File: config.mk
export PLATFORM = sky130hd
export DESIGN_NAME = harvard_program_loader_flat
export DESIGN_NICKNAME = d
export VERILOG_FILES = /design/src/rtl/harvard_program_loader_pkg.sv /design/src/rtl/harvard_program_loader_if.sv /design/src/rtl/harvard_program_loader_word_assembler.sv /design/src/rtl/harvard_program_loader.sv /design/src/flat_wrapper.sv
export SDC_FILE = /design/constraint.sdc
export NUM_CORES = 1
export LEC_CHECK = 0
export BUFFER_PORTS_ARGS = -buffer_cell sky130_fd_sc_hd__buf_2
export CAP_MARGIN = 15
export CORE_MARGIN = 5
export CORE_UTILIZATION = 41
export CTS_BUF_LIST = sky130_fd_sc_hd__clkbuf_8
export DETAILED_ROUTE_END_ITERATION = 8
export PLACE_DENSITY = 0.65
export SLEW_MARGIN = 20
export SYNTH_ARGS = -nofsm -noshare
export SYNTH_HDL_FRONTEND = slang
export SYNTH_HIERARCHICAL = 1
export SYNTH_SLANG_ARGS = --single-unit
File: constraint.sdc
create_clock -name clk -period 3.9 [get_ports clk]
set_clock_uncertainty 0.1 [all_clocks]
set_input_delay 0.585 -clock clk [delete_from_list [all_inputs] [get_ports clk]]
set_output_delay 0.585 -clock clk [all_outputs]
set_load 0.01 [all_outputs]
File: src/rtl/harvard_program_loader_pkg.sv
// Shared definitions for the Harvard program loader.
//   - OP_W / IMM_W : instruction field widths shared with the processor
//   - opcode_t     : processor opcode encoding (opcode field of a word)
//   - loader_state_t : loader sequencing states
//   - bytes_per_word : number of stream bytes needed to carry one word
package harvard_program_loader_pkg;

    localparam int unsigned OP_W  = 5;
    localparam int unsigned IMM_W = 32;

    typedef enum logic [OP_W-1:0] {
        OPC_NOP  = 5'd0,
        OPC_LDI  = 5'd1,
        OPC_ADD  = 5'd2,
        OPC_SUB  = 5'd3,
        OPC_AND  = 5'd4,
        OPC_OR   = 5'd5,
        OPC_XOR  = 5'd6,
        OPC_LD   = 5'd7,
        OPC_ST   = 5'd8,
        OPC_JMP  = 5'd9,
        OPC_JZ   = 5'd10,
        OPC_HALT = 5'd31
    } opcode_t;

    typedef enum logic [2:0] {
        IDLE,
        CLEAR,
        HDR,
        COLLECT,
        WRITE,
        DONE,
        ERROR
    } loader_state_t;

    // ceil(w / 8)
    function automatic int unsigned bytes_per_word(input int unsigned w);
        return (w + 32'd7) / 32'd8;
    endfunction

endpackage

File: src/rtl/harvard_program_loader_if.sv
// Loader bus bundle: the inbound byte stream (in_data/in_valid/in_ready)
// and the outbound program-memory write port (wr/address/data_in).
//   master : loader side  (consumes the stream, drives the write port)
//   slave  : environment side (produces the stream, receives the writes)
interface harvard_program_loader_if #(
    parameter int unsigned ADDR_W = 7,
    parameter int unsigned DATA_W = harvard_program_loader_pkg::OP_W
                                  + harvard_program_loader_pkg::IMM_W
);
    logic [7:0]        in_data;
    logic              in_valid;
    logic              in_ready;
    logic              wr;
    logic [ADDR_W-1:0] address;
    logic [DATA_W-1:0] data_in;

    modport master (
        input  in_data,
        input  in_valid,
        output in_ready,
        output wr,
        output address,
        output data_in
    );

    modport slave (
        output in_data,
        output in_valid,
        input  in_ready,
        input  wr,
        input  address,
        input  data_in
    );
endinterface

File: src/rtl/harvard_program_loader_word_assembler.sv
// Little-endian byte-to-word assembler.
//   clk, reset  : clock, synchronous active-high reset
//   flush       : drop any partially assembled word (byte index back to 0)
//   shift_en    : a stream byte is accepted this cycle
//   byte_in     : the accepted byte
//   word_next   : word formed by the bytes held so far plus byte_in;
//                 meaningful in the cycle word_valid is high
//   word_valid  : pulse, byte_in is the last byte of the current word
module loader_word_assembler
#(
    parameter int unsigned W = 37
) (
    input  logic         clk,
    input  logic         reset,
    input  logic         flush,
    input  logic         shift_en,
    input  logic [7:0]   byte_in,
    output logic [W-1:0] word_next,
    output logic         word_valid
);
    import harvard_program_loader_pkg::*;

    localparam int unsigned B     = bytes_per_word(W);
    localparam int unsigned SR_W  = 8 * B;
    localparam int unsigned CNT_W = (B > 1) ? $clog2(B) : 1;

    // Only the first B-1 bytes need storage; the final byte is combined
    // directly so the word is available in the cycle of its handshake.
    logic [SR_W-9:0]  hold_q;
    logic [SR_W-1:0]  full;
    logic [CNT_W-1:0] cnt_q;

    assign full       = {byte_in, hold_q};
    assign word_next  = full[W-1:0];
    assign word_valid = shift_en && (cnt_q == CNT_W'(B - 1));

    always_ff @(posedge clk) begin
        if (reset || flush) begin
            cnt_q <= '0;
        end else if (shift_en) begin
            cnt_q <= word_valid ? '0 : cnt_q + 1'b1;
        end
    end

    always_ff @(posedge clk) begin
        if (reset) begin
            hold_q <= '0;
        end else if (shift_en) begin
            hold_q <= full[SR_W-1:8];
        end
    end

endmodule

File: src/rtl/harvard_program_loader.sv
// Harvard program loader: holds the processor in reset, optionally zeroes
// the whole program memory, then takes a header byte N followed by N
// little-endian {opcode, immediate} words from a byte stream and writes
// them to program memory starting at address 0, then releases the processor.
//   clk, reset  : clock, synchronous active-high reset
//   start       : begin a session (honoured in IDLE, DONE, ERROR)
//   bus         : stream in (in_data/in_valid/in_ready) and
//                 program-memory write port (wr/address/data_in)
//   proc_reset  : processor reset, high except after a successful load
//   busy        : session in progress
//   done        : load finished successfully (level)
//   err         : header word count out of range (level)
module harvard_program_loader
#(
    parameter int unsigned OP_W     = harvard_program_loader_pkg::OP_W,
    parameter int unsigned IMM_W    = harvard_program_loader_pkg::IMM_W,
    parameter int unsigned ADDR_W   = 7,
    parameter bit          CLEAR_EN = 1'b1
) (
    input  logic                     clk,
    input  logic                     reset,
    input  logic                     start,
    harvard_program_loader_if.master bus,
    output logic                     proc_reset,
    output logic                     busy,
    output logic                     done,
    output logic                     err
);
    import harvard_program_loader_pkg::*;

    localparam int unsigned W     = OP_W + IMM_W;
    localparam int unsigned DEPTH = 32'd1 << ADDR_W;

    loader_state_t     state_q, state_n;
    logic [ADDR_W-1:0] addr_q,  addr_n;
    logic [W-1:0]      data_q,  data_n;
    logic [7:0]        n_q,     n_n;
    logic              wr_q,    wr_n;
    logic              rdy_q,   rdy_n;
    logic              prst_q,  prst_n;
    logic              busy_q,  busy_n;
    logic              done_q,  done_n;
    logic              err_q,   err_n;

    logic              hs;
    logic              last_word;
    logic              word_valid;
    logic [W-1:0]      word_next;

    // Handshake is qualified by the registered ready, so in_valid never
    // reaches in_ready combinationally.
    assign hs        = rdy_q && bus.in_valid;
    assign last_word = (32'(addr_q) + 32'd1) == 32'(n_q);

    loader_word_assembler #(
        .W (W)
    ) u_asm (
        .clk        (clk),
        .reset      (reset),
        .flush      (state_q != COLLECT),
        .shift_en   (hs && (state_q == COLLECT)),
        .byte_in    (bus.in_data),
        .word_next  (word_next),
        .word_valid (word_valid)
    );

    // All outputs are computed as next-state values and registered, so
    // every transition below also sets the output levels of the state it
    // enters.
    always_comb begin
        state_n = state_q;
        addr_n  = addr_q;
        data_n  = data_q;
        n_n     = n_q;
        wr_n    = 1'b0;
        rdy_n   = 1'b0;
        prst_n  = prst_q;
        busy_n  = busy_q;
        done_n  = done_q;
        err_n   = err_q;

        unique case (state_q)
            IDLE, DONE, ERROR: begin
                if (start) begin
                    busy_n = 1'b1;
                    done_n = 1'b0;
                    err_n  = 1'b0;
                    addr_n = '0;
                    prst_n = 1'b1;
                    if (CLEAR_EN) begin
                        state_n = CLEAR;
                        wr_n    = 1'b1;
                        data_n  = '0;
                    end else begin
                        state_n = HDR;
                        rdy_n   = 1'b1;
                    end
                end
            end

            CLEAR: begin
                if (addr_q == '1) begin
                    addr_n  = '0;
                    state_n = HDR;
                    rdy_n   = 1'b1;
                end else begin
                    addr_n = addr_q + 1'b1;
                    wr_n   = 1'b1;
                end
            end

            HDR: begin
                rdy_n = 1'b1;
                if (hs) begin
                    if (bus.in_data == 8'd0) begin
                        state_n = DONE;
                        rdy_n   = 1'b0;
                        busy_n  = 1'b0;
                        done_n  = 1'b1;
                        prst_n  = 1'b0;
                    end else if (32'(bus.in_data) > DEPTH) begin
                        state_n = ERROR;
                        rdy_n   = 1'b0;
                        busy_n  = 1'b0;
                        err_n   = 1'b1;
                    end else begin
                        n_n     = bus.in_data;
                        state_n = COLLECT;
                    end
                end
            end

            COLLECT: begin
                rdy_n = 1'b1;
                if (word_valid) begin
                    state_n = WRITE;
                    rdy_n   = 1'b0;
                    wr_n    = 1'b1;
                    data_n  = word_next;
                end
            end

            WRITE: begin
                if (last_word) begin
                    state_n = DONE;
                    busy_n  = 1'b0;
                    done_n  = 1'b1;
                    prst_n  = 1'b0;
                end else begin
                    addr_n  = addr_q + 1'b1;
                    state_n = COLLECT;
                    rdy_n   = 1'b1;
                end
            end

            default: begin
                state_n = IDLE;
            end
        endcase
    end

    always_ff @(posedge clk) begin
        if (reset) begin
            state_q <= IDLE;
            addr_q  <= '0;
            data_q  <= '0;
            n_q     <= '0;
            wr_q    <= 1'b0;
            rdy_q   <= 1'b0;
            prst_q  <= 1'b1;
            busy_q  <= 1'b0;
            done_q  <= 1'b0;
            err_q   <= 1'b0;
        end else begin
            state_q <= state_n;
            addr_q  <= addr_n;
            data_q  <= data_n;
            n_q     <= n_n;
            wr_q    <= wr_n;
            rdy_q   <= rdy_n;
            prst_q  <= prst_n;
            busy_q  <= busy_n;
            done_q  <= done_n;
            err_q   <= err_n;
        end
    end

    assign bus.in_ready = rdy_q;
    assign bus.wr       = wr_q;
    assign bus.address  = addr_q;
    assign bus.data_in  = data_q;
    assign proc_reset   = prst_q;
    assign busy         = busy_q;
    assign done         = done_q;
    assign err          = err_q;

endmodule

File: src/flat_wrapper.sv
// flat-port wrapper written by rule: the top's interface ports become plain ports
module harvard_program_loader_flat import harvard_program_loader_pkg::*;
#(
    parameter int unsigned OP_W     = harvard_program_loader_pkg::OP_W,
    parameter int unsigned IMM_W    = harvard_program_loader_pkg::IMM_W,
    parameter int unsigned ADDR_W   = 7,
    parameter bit          CLEAR_EN = 1'b1
)
  (clk, reset, start, proc_reset, busy, done, err, bus_in_data, bus_in_valid, bus_in_ready, bus_wr, bus_address, bus_data_in);
  harvard_program_loader_if #(.ADDR_W(ADDR_W), .DATA_W((37))) bus_i ();
  input  logic clk;
  input  logic reset;
  input  logic start;
  output logic proc_reset;
  output logic busy;
  output logic done;
  output logic err;
  input wire logic [$bits(bus_i.in_data)-1:0] bus_in_data;
  input wire logic [$bits(bus_i.in_valid)-1:0] bus_in_valid;
  output wire logic [$bits(bus_i.in_ready)-1:0] bus_in_ready;
  output wire logic [$bits(bus_i.wr)-1:0] bus_wr;
  output wire logic [$bits(bus_i.address)-1:0] bus_address;
  output wire logic [$bits(bus_i.data_in)-1:0] bus_data_in;
  assign bus_i.in_data = bus_in_data;
  assign bus_i.in_valid = bus_in_valid;
  assign bus_in_ready = bus_i.in_ready;
  assign bus_wr = bus_i.wr;
  assign bus_address = bus_i.address;
  assign bus_data_in = bus_i.data_in;
  harvard_program_loader #(.OP_W(OP_W), .IMM_W(IMM_W), .ADDR_W(ADDR_W), .CLEAR_EN(CLEAR_EN)) u_core (.clk(clk), .reset(reset), .start(start), .bus(bus_i), .proc_reset(proc_reset), .busy(busy), .done(done), .err(err));
endmodule
---- Word level (Yosys, flattened, before mapping) ----
Index checks and enable logic that the tools add are counted.
cells by class
  $add $sub $neg .......................... 3
  multipliers ............................. 0
  divide/modulo/power cells ............... 0
  $lt $le $gt $ge ......................... 1
  eq/ne operators ......................... 20
  shift operators ......................... 0
  muxes and demuxes ....................... 45
  bitwise logic cells ..................... 2
  reduce and logical (&&, ||, !) cells .... 18
operators with widths
  operator               number
  $mux W37               2
  $pmux W37 S2           1
  $eq A32 B8 Y1          1
  $mux W3                8
  $mux W1                23
  $mux W7                3
  $pmux W7 S3            1
  $pmux W3 S5            1
  $reduce_and A5 Y1      3
  $eq A3 B3 Y1 const B   4
  $pmux W1 S3            4
  $ne A2 B1 Y1 const B   5
  $add A7 B1 Y8 const B  1
  $gt A8 B8 Y1 const B   1
  $logic_not A8 Y1       1
  $ne A2 B2 Y1 const B   4
  $reduce_and A4 Y1      2
  $add A7 B1 Y7 const B  1
  $eq A7 B7 Y1 const B   1
  $eq A3 B2 Y1 const B   2
  $reduce_and A3 Y1      2
  $reduce_bool A3 Y1     2
  $pmux W1 S4            1
  $reduce_bool A2 Y1     2
  10 further kinds       13
word-level totals
  bits in registers ....................... 96
  bits in latches ......................... 0
  RAM bits ................................ 0
  ROM bits ................................ 0
  input bits .............................. 12
  output and inout bits ................... 50
  word-level logic and storage cells ...... 101
  memories kept ........................... 0

---- Depth between registers and ports, before layout ----
  depth in word-level cells ............... 5
  gate-level depth with buffers ........... 12
  mapped depth without buffers ............ 9

---- Modules after synthesis ----
Netlist, hierarchy kept.
modules (own cells, without submodules)
  module                  times used  cells an instance  area each (um2)  sequential area each (um2)
  harvard_program_loader  1           355                2900.3           1221.2
  loader_word_assembler   1           128                1385.1           700.7

---- Worst setup path after synthesis ----
OpenSTA, ideal clock, no wires.
  path kind ............................... reg2reg
  from .................................... register u_core.state_q[1]
  to ...................................... register u_core.data_q[0] (netlist: u_core/bus.data_in[0])
  setup time .............................. 70 ps
  arrival ................................. 2406 ps
  data required time ...................... 3730 ps
  path slack .............................. 1324 ps
  stages on the path, launching flop included .. 13
  buffers on the path ..................... 4
  clock period less this slack ............ 2576 ps
  path through ............................ dfxtp_1 > buf_2 > nor2b_1 > nand2_1 > nor2_1 > buf_6 > buf_12 > and3_1 > inv_1 > nor2_1 > clkbuf_1 > nand2_1 > a21oi_1
on the way
  longest elaborated chain between the ends .. 5
  elaborated cells between the ends (all ways) .. 12
  those cells by class .................... eq/ne (5); mux (1); reduce/logical (6)
RTL lines
  element                             RTL line                                     RTL
  from (decl)                         harvard_program_loader.sv:34                 loader_state_t state_q, state_n;
  from (signal assigned)              harvard_program_loader.sv:175                state_q <= state_n;
  $eq A3 B2 Y1                        harvard_program_loader.sv:61                 .shift_en (hs && (state_q == COLLECT)),
  $logic_and A1 B1 Y1                 harvard_program_loader.sv:61
  $logic_and A1 B1 Y1                 harvard_program_loader_word_assembler.sv:35  assign word_valid = shift_en && (cnt_q == CNT_W'(B - 1));
  via u_core.word_valid               harvard_program_loader.sv:47                 logic word_valid;
  $ne A2 B2 Y1 (no source line)       n/a
  $reduce_and A3 Y1 (no source line)  n/a
  to (signal assigned)                harvard_program_loader.sv:177                data_q <= data_n;
  to (decl)                           harvard_program_loader.sv:36                 logic [W-1:0] data_q, data_n;
The timed path passes the listed nets, and every way through them passes these cells.
A chain may end at the register's enable or synchronous reset.

---- Worst setup path after layout ----
  from .................................... register u_core.state_q[1]
  to ...................................... register u_core.state_q[0]
on the way
  longest elaborated chain between the ends .. 5
  elaborated cells between the ends (all ways) .. 16
  those cells by class .................... eq/ne (10); mux (1); reduce/logical (5)
RTL lines
  element                             RTL line
  $eq A3 B2 Y1                        harvard_program_loader.sv:61
  $logic_and A1 B1 Y1                 harvard_program_loader.sv:61
  $logic_and A1 B1 Y1                 harvard_program_loader_word_assembler.sv:35
  via u_core.word_valid               harvard_program_loader.sv:47
  $ne A2 B2 Y1 (no source line)       n/a
  $reduce_and A4 Y1 (no source line)  n/a
The timed path passes the listed nets, and every way through them passes these cells.

==> impl_metrics.py <==
metrics = {
    "status": {
        "status": "completed",
    },
    "placement": {
        "postPlaceCellArea_mm2": 0.00460,
        "gp_congestion": 0.824,
        "io_buffer_count": 61,
        "dpl.hpwl_um": 7140,
    },
    "finish": {
        "multi_input_comb_area_mm2": 0.00212,
        "drive_above_1_share_pct": 18.7,
        "stdcell_area_mm2": 0.00484,
        "regArea_mm2": 0.00192,
        "nets": 540,
        "syn_to_final_growth_pct": 13.1,
        "fill_cells": 1001,
        "antenna_cells": 0,
    },
    "synthesis": {
        "synth_area_mm2": 0.00429,
        "synth_edf_count": 0,
        "synth_cell_types": 60,
        "syn_inst": 483,
        "yosys_warnings": 6,
        "synthArstFlopShare_pct": 0,
        "synth_seq_area_share_pct": 44.8,
        "synth_top_flop_cell": "dfxtp_1",
        "ys_seq_elements": 96,
        "synthesis.area_per_instance_um2": 8.87,
        "synth_nets": 498,
    },
    "worst_setup_path": {
        "cp-end-kind": "flip-flop",
        "worst_setup_path_start_kind": "flip-flop",
        "arrival_ps": 3080,
        "crit_required_ps": 4070,
        "cp_max_fo": 21,
        "critPathKind": "reg -> reg",
        "rrSetupSlack_ps": 990,
    },
    "grt": {
        "antenna_found_initial": 0,
        "grt_overflow": 0,
        "grt_max_degree": 91,
        "grt_pass1_wl_um": 17300,
        "grt_pass1_vias": 3455,
        "grt_usage_pct": 16.6,
    },
    "timing": {
        "rsz0062_at_grt": "no",
        "setup-violations-final": 0,
        "clock.fmax_mhz": 344,
        "period_share_pct": 74.6,
        "slew-limit-headroom_pct": 37.8,
        "final-max-slew-violation-count": 0,
        "period_needed_ps": 2910,
        "fin_hold_ws_ps": 358,
        "fin_setup_tns_ps": 0,
        "hold_violations": 0,
        "worst_slew_pin_slew_ps": 932,
    },
    "clocking": {
        "numCtsBuffers": 9,
        "clock_latency_ps": 370,
        "cts_root_buf": "clkbuf_8",
        "cts_tree": "yes",
        "hold_buffers": 0,
        "clk_path_buf_depth": 2,
        "clk_pin_slew_worst_paths_ps": 90,
        "cts_setup_buffers": 0,
        "cts_resized": 0,
        "cts_sinks": 96,
        "htreeDepth": 3,
    },
    "hold_path": {
        "hold_class": "reg -> reg",
    },
    "drt": {
        "via_per_inst": 5.32,
        "drt_iter0_drc": 190,
        "first_pass_iters": 5,
        "drc": 0,
        "wl_per_cell_um": 15.5,
        "ant_nets": 0,
        "vias": 3543,
        "wl_um": 10300,
    },
    "floorplan": {
        "io_pins": 62,
        "die_x_um": 112,
        "row_count": 37,
        "die_area_mm2": 0.0126,
        "die-height_um": 112,
        "coreArea_mm2": 0.0103,
        "start_util_pct": 41.7,
    },
    "pwr": {
        "p_total_mw": 2.51,
        "power.density_mw_per_mm2": 518,
        "vdd_drop_max_mv": 0.245,
        "leakage_nw": 1.76,
    },
    "flow_run": {
        "cap_violations": 0,
    },
}
[cell families after synthesis]
family | Yosys count | share of synthesized area, %
compound gates | 89 | 13.4
xor+xnor | 8 | 1.81
fa+ha+maj | 3 | 0.876
buf+inv | 44 | 5.99
flops | 96 | 44.8
mux | 43 | 10.0
simple gates | 200 | 23.0
[metal layers]
metal	vias up	track usage (%)	share of wire [%]
met4	0	5.93	1.6
met2	87	26.0	47
met1	1674	22.5	46
met5	-	0	0
li1	1768	-	-
met3	14	3.67	4.8
[power breakdown]
group          leakage [nW]  internal [mW]  switching (mW)
clock network         0.126          0.434           0.369
registers             0.775           1.03          0.0853
logic                 0.859          0.210           0.382
[flip-flops by register name (all words and copies together) (netlist names)]
register / count
u_core/bus.data_in: 37
u_core/u_asm/cnt_q: 3
u_core/done: 1
u_core/bus.in_ready: 1
u_core/n_q: 8
u_core/bus.address: 7
u_core/err: 1
u_core/busy: 1
u_core/u_asm/hold_q: 32
u_core/bus.wr: 1
u_core/state_q: 3
u_core/proc_reset: 1
[Yosys cell counts (all sizes together) (2+ instances only)]
master / instances / area share [%]
a21boi: 4 / 0.70
a21oi: 47 / 5.5
a221oi: 2 / 0.55
a2bb2oi: 3 / 0.61
a31oi: 8 / 1.5
and2: 4 / 0.58
and3: 2 / 0.29
and3b: 2 / 0.41
buf: 16 / 3.5
clkbuf: 21 / 1.8
dfxtp: 96 / 45
ha: 3 / 0.88
inv: 7 / 0.61
mux2i: 43 / 10
nand2: 53 / 4.6
nand2b: 5 / 0.73
nand3: 46 / 5.5
nand4: 3 / 0.44
nor2: 53 / 4.8
nor2b: 3 / 0.44
nor3: 9 / 1.3
nor3b: 5 / 0.88
nor4: 3 / 0.79
o2111ai: 2 / 0.82
o21ai: 10 / 1.2
o21bai: 3 / 0.53
o22ai: 2 / 0.29
or3: 5 / 0.85
xnor2: 5 / 1.2
xor2: 3 / 0.61
[critical path, stage by stage, from the launching register on]
cell and delay (ps):
dfxtp_1 700, nor2b_1 380, nand2_1 250, nor2_4 170
and3_1 200, a21oi_1 90, a221oi_2 450, o21ai_0 160
a221oi_1 300
[layout by cell type (no fill, tap or decap), types with 3 or more instances in the layout]
cell type  netlist  final
buf_2            4     61
o21ai_0          8      8
nand2b_1         5      5
a21boi_0         4      4
inv_1            7      7
nor2b_1          3      3
nand2_1         53     53
nor2_1          52     50
a2bb2oi_1        3      3
xor2_1           3      3
a21oi_1         47     47
xnor2_1          4      4
clkbuf_8         0      9
ha_1             3      3
bufinv_16        0      3
mux2i_1         43     43
nand4_1          3      3
o21bai_1         3      3
nor3_1           7      7
a31oi_1          7      7
dfxtp_1         96     96
nor3b_1          5      5
and2_1           3      3
or3_1            4      4
nand3_1         45     45
buf_4            6      7
[through the flow]
stage,util (%),std cells,worst slack [ps]
2_1_floorplan,-,483,1320
3_3_place_gp,44.7,650,1180
3_5_place_dp,44.7,650,1060
4_1_cts,47.1,666,1030
5_1_grt,47.1,666,732
6_report,47.1,666,991
[worst paths after layout]
path | startpoint | to | depth (start not counted)
setup / recovery | u_core/state_q[1]$_SDFFE_PP0P_ | u_core/state_q[0]$_SDFFE_PP0P_ | 8
hold / removal | u_core/done$_SDFFE_PP0P_ | u_core/done$_SDFFE_PP0P_ | 2
setup reg to reg | u_core/state_q[1]$_SDFFE_PP0P_ | u_core/state_q[0]$_SDFFE_PP0P_ | 8
hold reg to reg | u_core/done$_SDFFE_PP0P_ | u_core/done$_SDFFE_PP0P_ | 2
[area by class of cell]
type	count	share of cell area, %
clock buffers	9	2.56
clock inverters	7	2.56
inverters	7	0.542
multi-input cells	343	43.8
flip-flops and latches	96	39.7
well taps	136	3.51
repair buffers	68	7.39
Note: power is estimated with default switching activity, not from simulation.
